### src/rtl/shift_add_multiplier_16bit_pkg.sv
// Shared constants and state encoding for the sequential shift-add multiplier.
package shift_add_multiplier_16bit_pkg;

  localparam int unsigned MUL_W    = 16;
  localparam int unsigned MUL_ITER = 16;
  localparam int unsigned CNT_W    = 5;
  localparam int unsigned PROD_W   = 2 * MUL_W;

  // 2'd3 is unused and falls back to ST_IDLE
  typedef enum logic [1:0] {
    ST_IDLE = 2'd0,
    ST_RUN  = 2'd1,
    ST_DONE = 2'd2
  } state_t;

endpackage

### src/rtl/ripple_carry_adder_16bit.sv
// 16-bit ripple-carry adder with carry in/out.
module ripple_carry_adder_16bit (
  input  logic [15:0] a,
  input  logic [15:0] b,
  input  logic        cin,
  output logic [15:0] sum,
  output logic        cout
);

  logic carry;

  // Bit-serial carry propagation, LSB first
  always_comb begin
    sum   = '0;
    carry = cin;
    for (int i = 0; i < 16; i++) begin
      sum[i] = a[i] ^ b[i] ^ carry;
      carry  = (a[i] & b[i]) | (carry & (a[i] ^ b[i]));
    end
    cout = carry;
  end

endmodule

### src/rtl/shift_add_multiplier_16bit.sv
// Unsigned 16x16 -> 32 sequential multiplier: one conditional add and right shift
// per cycle, 16 iterations, start/busy/done handshake.
module shift_add_multiplier_16bit
  import shift_add_multiplier_16bit_pkg::*;
(
  input  logic              clk,
  input  logic              rst,
  input  logic              start,
  input  logic [MUL_W-1:0]  a,
  input  logic [MUL_W-1:0]  b,
  output logic              busy,
  output logic              done,
  output logic [PROD_W-1:0] product
);

  state_t             state;
  logic [MUL_W-1:0]   mcand;
  logic [MUL_W-1:0]   acc_hi;
  logic [MUL_W-1:0]   acc_lo;
  logic [CNT_W-1:0]   count;
  logic [MUL_W-1:0]   sum;
  logic               cout;
  logic [MUL_W-1:0]   nxt_hi;
  logic [MUL_W-1:0]   nxt_lo;

  ripple_carry_adder_16bit u_adder (
    .a    (acc_hi),
    .b    (mcand),
    .cin  (1'b0),
    .sum  (sum),
    .cout (cout)
  );

  // Post-shift accumulator; adder carry lands in the MSB so nothing is lost
  always_comb begin
    nxt_hi = {1'b0, acc_hi[MUL_W-1:1]};
    nxt_lo = {acc_hi[0], acc_lo[MUL_W-1:1]};
    if (acc_lo[0]) begin
      nxt_hi = {cout, sum[MUL_W-1:1]};
      nxt_lo = {sum[0], acc_lo[MUL_W-1:1]};
    end
  end

  always_ff @(posedge clk or posedge rst) begin
    if (rst) begin
      state   <= ST_IDLE;
      busy    <= 1'b0;
      done    <= 1'b0;
      product <= '0;
      mcand   <= '0;
      acc_hi  <= '0;
      acc_lo  <= '0;
      count   <= '0;
    end else begin
      done <= 1'b0;
      case (state)
        ST_IDLE: begin
          if (start) begin
            mcand  <= a;
            acc_hi <= '0;
            acc_lo <= b;
            count  <= '0;
            busy   <= 1'b1;
            state  <= ST_RUN;
          end
        end
        ST_RUN: begin
          acc_hi <= nxt_hi;
          acc_lo <= nxt_lo;
          count  <= count + CNT_W'(1);
          if (count == CNT_W'(MUL_ITER - 1)) begin
            product <= {nxt_hi, nxt_lo};
            done    <= 1'b1;
            busy    <= 1'b0;
            state   <= ST_DONE;
          end
        end
        ST_DONE: begin
          // Back-to-back accept keeps throughput at one result per 17 cycles
          if (start) begin
            mcand  <= a;
            acc_hi <= '0;
            acc_lo <= b;
            count  <= '0;
            busy   <= 1'b1;
            state  <= ST_RUN;
          end else begin
            state <= ST_IDLE;
          end
        end
        default: begin
          busy  <= 1'b0;
          state <= ST_IDLE;
        end
      endcase
    end
  end

endmodule

### config.mk
export PLATFORM = sky130hd
export DESIGN_NAME = shift_add_multiplier_16bit
export DESIGN_NICKNAME = d
export VERILOG_FILES = /design/src/rtl/shift_add_multiplier_16bit_pkg.sv /design/src/rtl/ripple_carry_adder_16bit.sv /design/src/rtl/shift_add_multiplier_16bit.sv
export SDC_FILE = /design/constraint.sdc
export NUM_CORES = 1
export LEC_CHECK = 0
export BUFFER_PORTS_ARGS = -buffer_cell sky130_fd_sc_hd__buf_2
export CAP_MARGIN = 0
export CELL_PAD_IN_SITES_DETAIL_PLACEMENT = 0
export CELL_PAD_IN_SITES_GLOBAL_PLACEMENT = 1
export CORE_MARGIN = 2
export CORE_UTILIZATION = 48
export CTS_BUF_LIST = sky130_fd_sc_hd__clkbuf_16
export DETAILED_ROUTE_END_ITERATION = 12
export HOLD_SLACK_MARGIN = 0.15
export PLACE_DENSITY_LB_ADDON = 0.1
export SETUP_SLACK_MARGIN = 0.5
export SYNTH_ARGS = -nofsm -noshare
export SYNTH_HDL_FRONTEND = slang
export SYNTH_SLANG_ARGS = --single-unit
### constraint.sdc
create_clock -name clk -period 18.8 [get_ports clk]
set_clock_uncertainty 0.15 [all_clocks]
set_input_delay 4.7 -clock clk [delete_from_list [all_inputs] [get_ports clk]]
set_output_delay 4.7 -clock clk [all_outputs]
set_load 0.1 [all_outputs]
* Yosys cells after proc, flatten, opt, wreduce, memory -nomap -nowiden
Index checks and enable logic that the tools add are counted.
** Operators by class
- Add/sub/neg operators :: 1
- Mux-type cells :: 17
- Equal/unequal tests :: 6
- Bitwise operators :: 77
- Reductions and logical operators :: 8
** Operators with widths (count)
- 16-bit 2-to-1 mux :: 4
- 16-bit one-hot mux with 2 select lines :: 2
- 1-bit bitwise AND :: 31
- 1-bit bitwise XOR :: 31
- 1-bit OR :: 15
- 5-bit one-hot mux with 2 select lines :: 1
- 2-bit AND reduction :: 5
- 2-bit one-hot mux with 3 select lines :: 1
- 5-bit by 1-bit adder with 5-bit output, second input constant :: 1
- 5-bit by 4-bit == test with 1-bit output, second input constant :: 1
- 1-bit 2-to-1 mux :: 5
- 5-bit 2-to-1 mux :: 1
- 2-bit 2-to-1 mux :: 2
- 2-bit inequality test, second input constant :: 2
- 2-bit by 1-bit == test with 1-bit output, second input constant :: 1
- 2-bit == test, second input constant :: 1
- 2-bit zero test :: 1
- 2-bit by 1-bit inequality test with 1-bit output, second input constant :: 1
- 1-bit one-hot mux with 2 select lines :: 1
- 2-bit nonzero test :: 1
- 2-bit OR reduction :: 1
** Storage, ports and cells
- Logic and storage cells :: 117
- Flip-flop bits (word level) :: 89
- Output and inout bits :: 34

* Logic depth before layout (Yosys ltp)
- Word-level depth :: 33
- Mapped depth :: 20
- Depth with buffers taken out :: 20

* Modules after synthesis
Synthesis repeated with hierarchy kept, for this count alone.
** Second synthesis, totals
- Cells, all modules :: 348
- Area, all modules :: 4134.0 µm²
** Modules (own cells, without submodules)
- shift_add_multiplier_16bit :: seq. area each 2227.1 µm², times used 1, cells each 322, area each 3776.1 µm²
- ripple_carry_adder_16bit :: seq. area each 0.0 µm², times used 1, cells each 26, area each 357.8 µm²

* Least setup slack after synthesis
No wires, ideal clock.
- Path kind :: flip-flop to flip-flop
- From :: register acc_hi[0]
- To :: register product[30]
- Slack :: 12.430 ns
- Path buffers :: 0
- Arrival time :: 6.089 ns
- Clock period less this slack :: 6.370 ns
- Cell stages (with the launch flop) :: 21
- Path through :: dfrtp_1 -> ha_1 -> inv_1 -> fa_1 -> fa_1 -> fa_1 -> fa_1 -> fa_1 -> fa_1 -> fa_1 -> fa_1 -> fa_1 -> fa_1 -> fa_1 -> fa_1 -> inv_1 -> fa_1 -> fa_1 -> fa_1 -> mux2i_1 -> o21ai_0
** Between the ends
- Longest elaborated chain between the ends :: 31
** RTL lines
- start: declaration :: line shift_add_multiplier_16bit.sv:18 : logic [MUL_W-1:0] acc_hi;
- start signal: assignment :: line shift_add_multiplier_16bit.sv:68 : acc_hi <= nxt_hi;
- 1-bit bitwise AND (2 in series) :: line ripple_carry_adder_16bit.sv:18 : carry = (a[i] & b[i]) | (carry & (a[i] ^ b[i]));
- 1-bit OR :: line ripple_carry_adder_16bit.sv:18
- 1-bit bitwise AND :: line ripple_carry_adder_16bit.sv:18
- 1-bit OR :: line ripple_carry_adder_16bit.sv:18
- 1-bit bitwise AND :: line ripple_carry_adder_16bit.sv:18
- 1-bit OR :: line ripple_carry_adder_16bit.sv:18
- 1-bit bitwise AND :: line ripple_carry_adder_16bit.sv:18
- 1-bit OR :: line ripple_carry_adder_16bit.sv:18
- (+14 left out)
- 1-bit bitwise AND :: line ripple_carry_adder_16bit.sv:18
- 1-bit OR :: line ripple_carry_adder_16bit.sv:18
- 1-bit bitwise AND :: line ripple_carry_adder_16bit.sv:18
- 1-bit OR :: line ripple_carry_adder_16bit.sv:18
- 1-bit bitwise AND :: line ripple_carry_adder_16bit.sv:18
- 1-bit OR :: line ripple_carry_adder_16bit.sv:18
- 1-bit bitwise XOR :: line ripple_carry_adder_16bit.sv:17 : sum[i] = a[i] ^ b[i] ^ carry;
- 16-bit 2-to-1 mux :: line shift_add_multiplier_16bit.sv:38 : if (acc_lo[0]) begin
- end signal: assignment :: line shift_add_multiplier_16bit.sv:72 : product <= {nxt_hi, nxt_lo};
- end: declaration :: line shift_add_multiplier_16bit.sv:13 : output logic [PROD_W-1:0] product
No other way between the ends.
A chain may end at the register's enable or synchronous reset.

* Worst setup path after layout
Ends and elaborated chain as after synthesis.

==> metrics <==
outcome complete, no violations; simple-gate share of the synthesized area ~7%; RSZ-0062 raised after global routing no; post-CTS sizing 0; via/cell ratio 5.084; WL final ~7400 um; CP Capture Type register; hold_buf cts 0; Setup Viol. Count Final 0; largest net degree at the start of global routing between 60 and 70; critical path's most frequent cell fa_1; port bufs 68; MaxCap Viol Count 0; Final Hold Viols 0; Synth Cell Area roughly 4000 um^2; CP required approximately 19000 ps; first-pass GRT wire length roughly 13000 um; global route total overflow 0; CTS sink count 89; Syn Nets 395; critical-path cell list ha_1 -> inv_1 -> fa_1 -> fa_1 -> fa_1 -> fa_1 -> fa_1 -> fa_1 -> fa_1 -> fa_1 -> fa_1 -> fa_1 -> fa_1 -> fa_1 -> inv_1 -> fa_1 -> fa_1 -> fa_1 -> mux2i_1 -> o21ai_0; placed cell count approximately 500; Cells after Synth between 300 and 400; drt pass-1 iters 4; fin crit share a little over a third; Setup TNS Final 0 ps; DRC viols 0; slowest CP cell fa_1; CTS Root Cell clkbuf_16; compound-gate portion of the synthesized area roughly 11%; largest family of logic cells by synthesized area multiplexers; clk buf depth 2; die boundary width roughly 96 um; Synth Warn # 0; R2R Setup Slk between 10000 and 15000 ps; die height just under 100 um; type of origin of the critical path register; worst-margin pin slew roughly 990 ps; CP Max Fanout 3; worst reg2reg path startpoint acc_hi[0]$_DFFE_PP0P_; Post-Layout Cell Count between 500 and 600; mux cell area share after synthesis 13.65%; GRT Util Overall a little under a fifth; fin area about 4700 um^2; worst reg2reg endpoint product[30]$_DFFE_PP0P_; FILL cells around 740; placed cell area 4477 um^2; register area share after synthesis around 54%; crit path kind reg -> reg; final hold slack 320.8 ps; worst hold path cell count 2; arrival time of the worst setup path between 6000 and 7000 ps; DPL Wire Length 4869 um; row cnt 33; initial antenna violation count 0; CTS tree built; Worst-Skew Late Latency around 340 ps; Reg area between 2000 and 2500 um^2; vias ~2600; final net count ~460; Worst path top cell family by delay adder cells; xor/xnor share of the synthesized area 0%; Final min period ~6700 ps; # diodes 0; hold path endpoint product[18]$_DFFE_PP0P_; Detail Route Antenna Nets 0; f_max about 0.15 GHz; synth-to-layout area growth 15.91%; # Post-CTS Setup Buffers 0; Num CTS Buffers 9; Yosys cell types 29; CP bufs+invs 2; # IOs slightly below 70; core box area between 8000 and 9000 um^2; area of the multi-input gates 1630 um^2; vias in the first global route 2623; WL per Instance approximately 15 um; initial core utilization between 40 and 50%; Adder-Cell Fraction of Synth Area 8.244%; layout cell share with drive strength beyond 1 around 32%; crit-path max cell delay roughly 400 ps; FF+latch count, synth 89; Register-to-Register Path Depth 20; RePlAce Congestion 0.7605; max_slew headroom between 30% and 40%; Final Max Slew Viols 0; clock-pin slew on the worst setup and hold paths around 60 ps; DRT iter0 DRCs 130; Hold Crit Start product[18]$_DFFE_PP0P_; number of H-tree levels 3; mean post-synth cell area approximately 12 um^2; hold crit path type reg -> reg; DIE AREA between 9000 and 10000 um^2
==> worst max path at each step <==
| stage | slack (ps) | to | cells after the start | from |
|---|---|---|---|---|
| detailed placement | 12020 | acc_lo[6]$_DFFE_PP0P_ | 4 | start |
| finish | 12130 | product[30]$_DFFE_PP0P_ | 20 | acc_hi[0]$_DFFE_PP0P_ |
| global route | 11810 | product[30]$_DFFE_PP0P_ | 20 | acc_hi[0]$_DFFE_PP0P_ |
| CTS | 12080 | product[30]$_DFFE_PP0P_ | 20 | acc_hi[0]$_DFFE_PP0P_ |
| floorplan | 11640 | acc_hi[0]$_DFFE_PP0P_ | 1 | rst |
| global placement | 12040 | acc_lo[5]$_DFFE_PP0P_ | 4 | start |
==> cell families after synthesis <==
family | Yosys count
flip-flops | 89
buffers and inverters | 53
AND/OR/NAND/NOR | 63
multiplexers | 52
adder cells (fa/ha/maj) | 18
AO/OA/AOI/OAI | 67
==> cell usage after synthesis, drive strengths merged <==
library cell | count | area share [%]
dfrtp | 89 | 54
o21ai | 47 | 6.7
nand2 | 33 | 3.0
inv | 31 | 2.8
mux2 | 31 | 8.5
mux2i | 21 | 5.1
o2bb2ai | 17 | 3.6
nand3 | 16 | 2.0
buf | 15 | 2.5
fa | 15 | 7.3
clkbuf | 7 | 0.64
nor2 | 4 | 0.37
ha | 3 | 0.92
nand2b | 2 | 0.31
nor3b | 2 | 0.37
a21oi | 1 | 0.12
a22o | 1 | 0.21
a31oi | 1 | 0.15
and2 | 1 | 0.15
and3 | 1 | 0.15
nand3b | 1 | 0.18
nand4 | 1 | 0.15
nor2b | 1 | 0.15
or3b | 1 | 0.21
==> stage by stage <==
step           setup WS [ps]  util (%)
3_3_place_gp           12040     54.21
5_1_grt                11810     57.52
2_1_floorplan          11640         -
6_report               12130     57.52
4_1_cts                12080     57.52
3_5_place_dp           12020     54.21
==> sequential cells by signal, summed over array words and instances, names as in the netlist <==
name / count
state: 2
product: 32
acc_lo: 16
busy: 1
mcand: 16
done: 1
count: 5
acc_hi: 16
==> routing by layer <==
metal	share of wire, %	wire length [um]	global-route usage [%]
met1	50	3721	26.29
met2	45	3336	25.98
met3	3.6	270	4.732
met4	1.5	114	6.690
met5	0	0	0
==> area by class of cell <==
cell class,instances,share of cell area [%]
clock buffer,9,4.742
clock inverter,7,1.001
inverter,31,2.476
multi-input combinational,200,34.33
sequential,89,46.89
tap,105,2.766
timing repair buffer,72,7.798
==> cells in the final DEF (no fill, tap or decap), types with 15 or more instances in the layout <==
cell type / instances
dfrtp_1: 89
buf_2: 68
o21ai_0: 34
nand2_1: 33
mux2_2: 31
inv_1: 30
mux2i_1: 21
o2bb2ai_1: 17
nand3_1: 16
fa_1: 15
==> worst register-to-register path, stage by stage (launching register included) <==
cell,delay [ps]
dfrtp_1,370
ha_1,140
inv_1,40
fa_1,370
fa_1,400
fa_1,390
fa_1,380
fa_1,380
fa_1,390
fa_1,400
fa_1,390
fa_1,400
fa_1,400
fa_1,390
fa_1,380
inv_1,80
fa_1,180
fa_1,180
fa_1,400
mux2i_1,180
o21ai_0,110
Power is left out: the tool's default activity adds up to more than one toggle a clock period on the data nets, which glitch-free logic cannot reach.
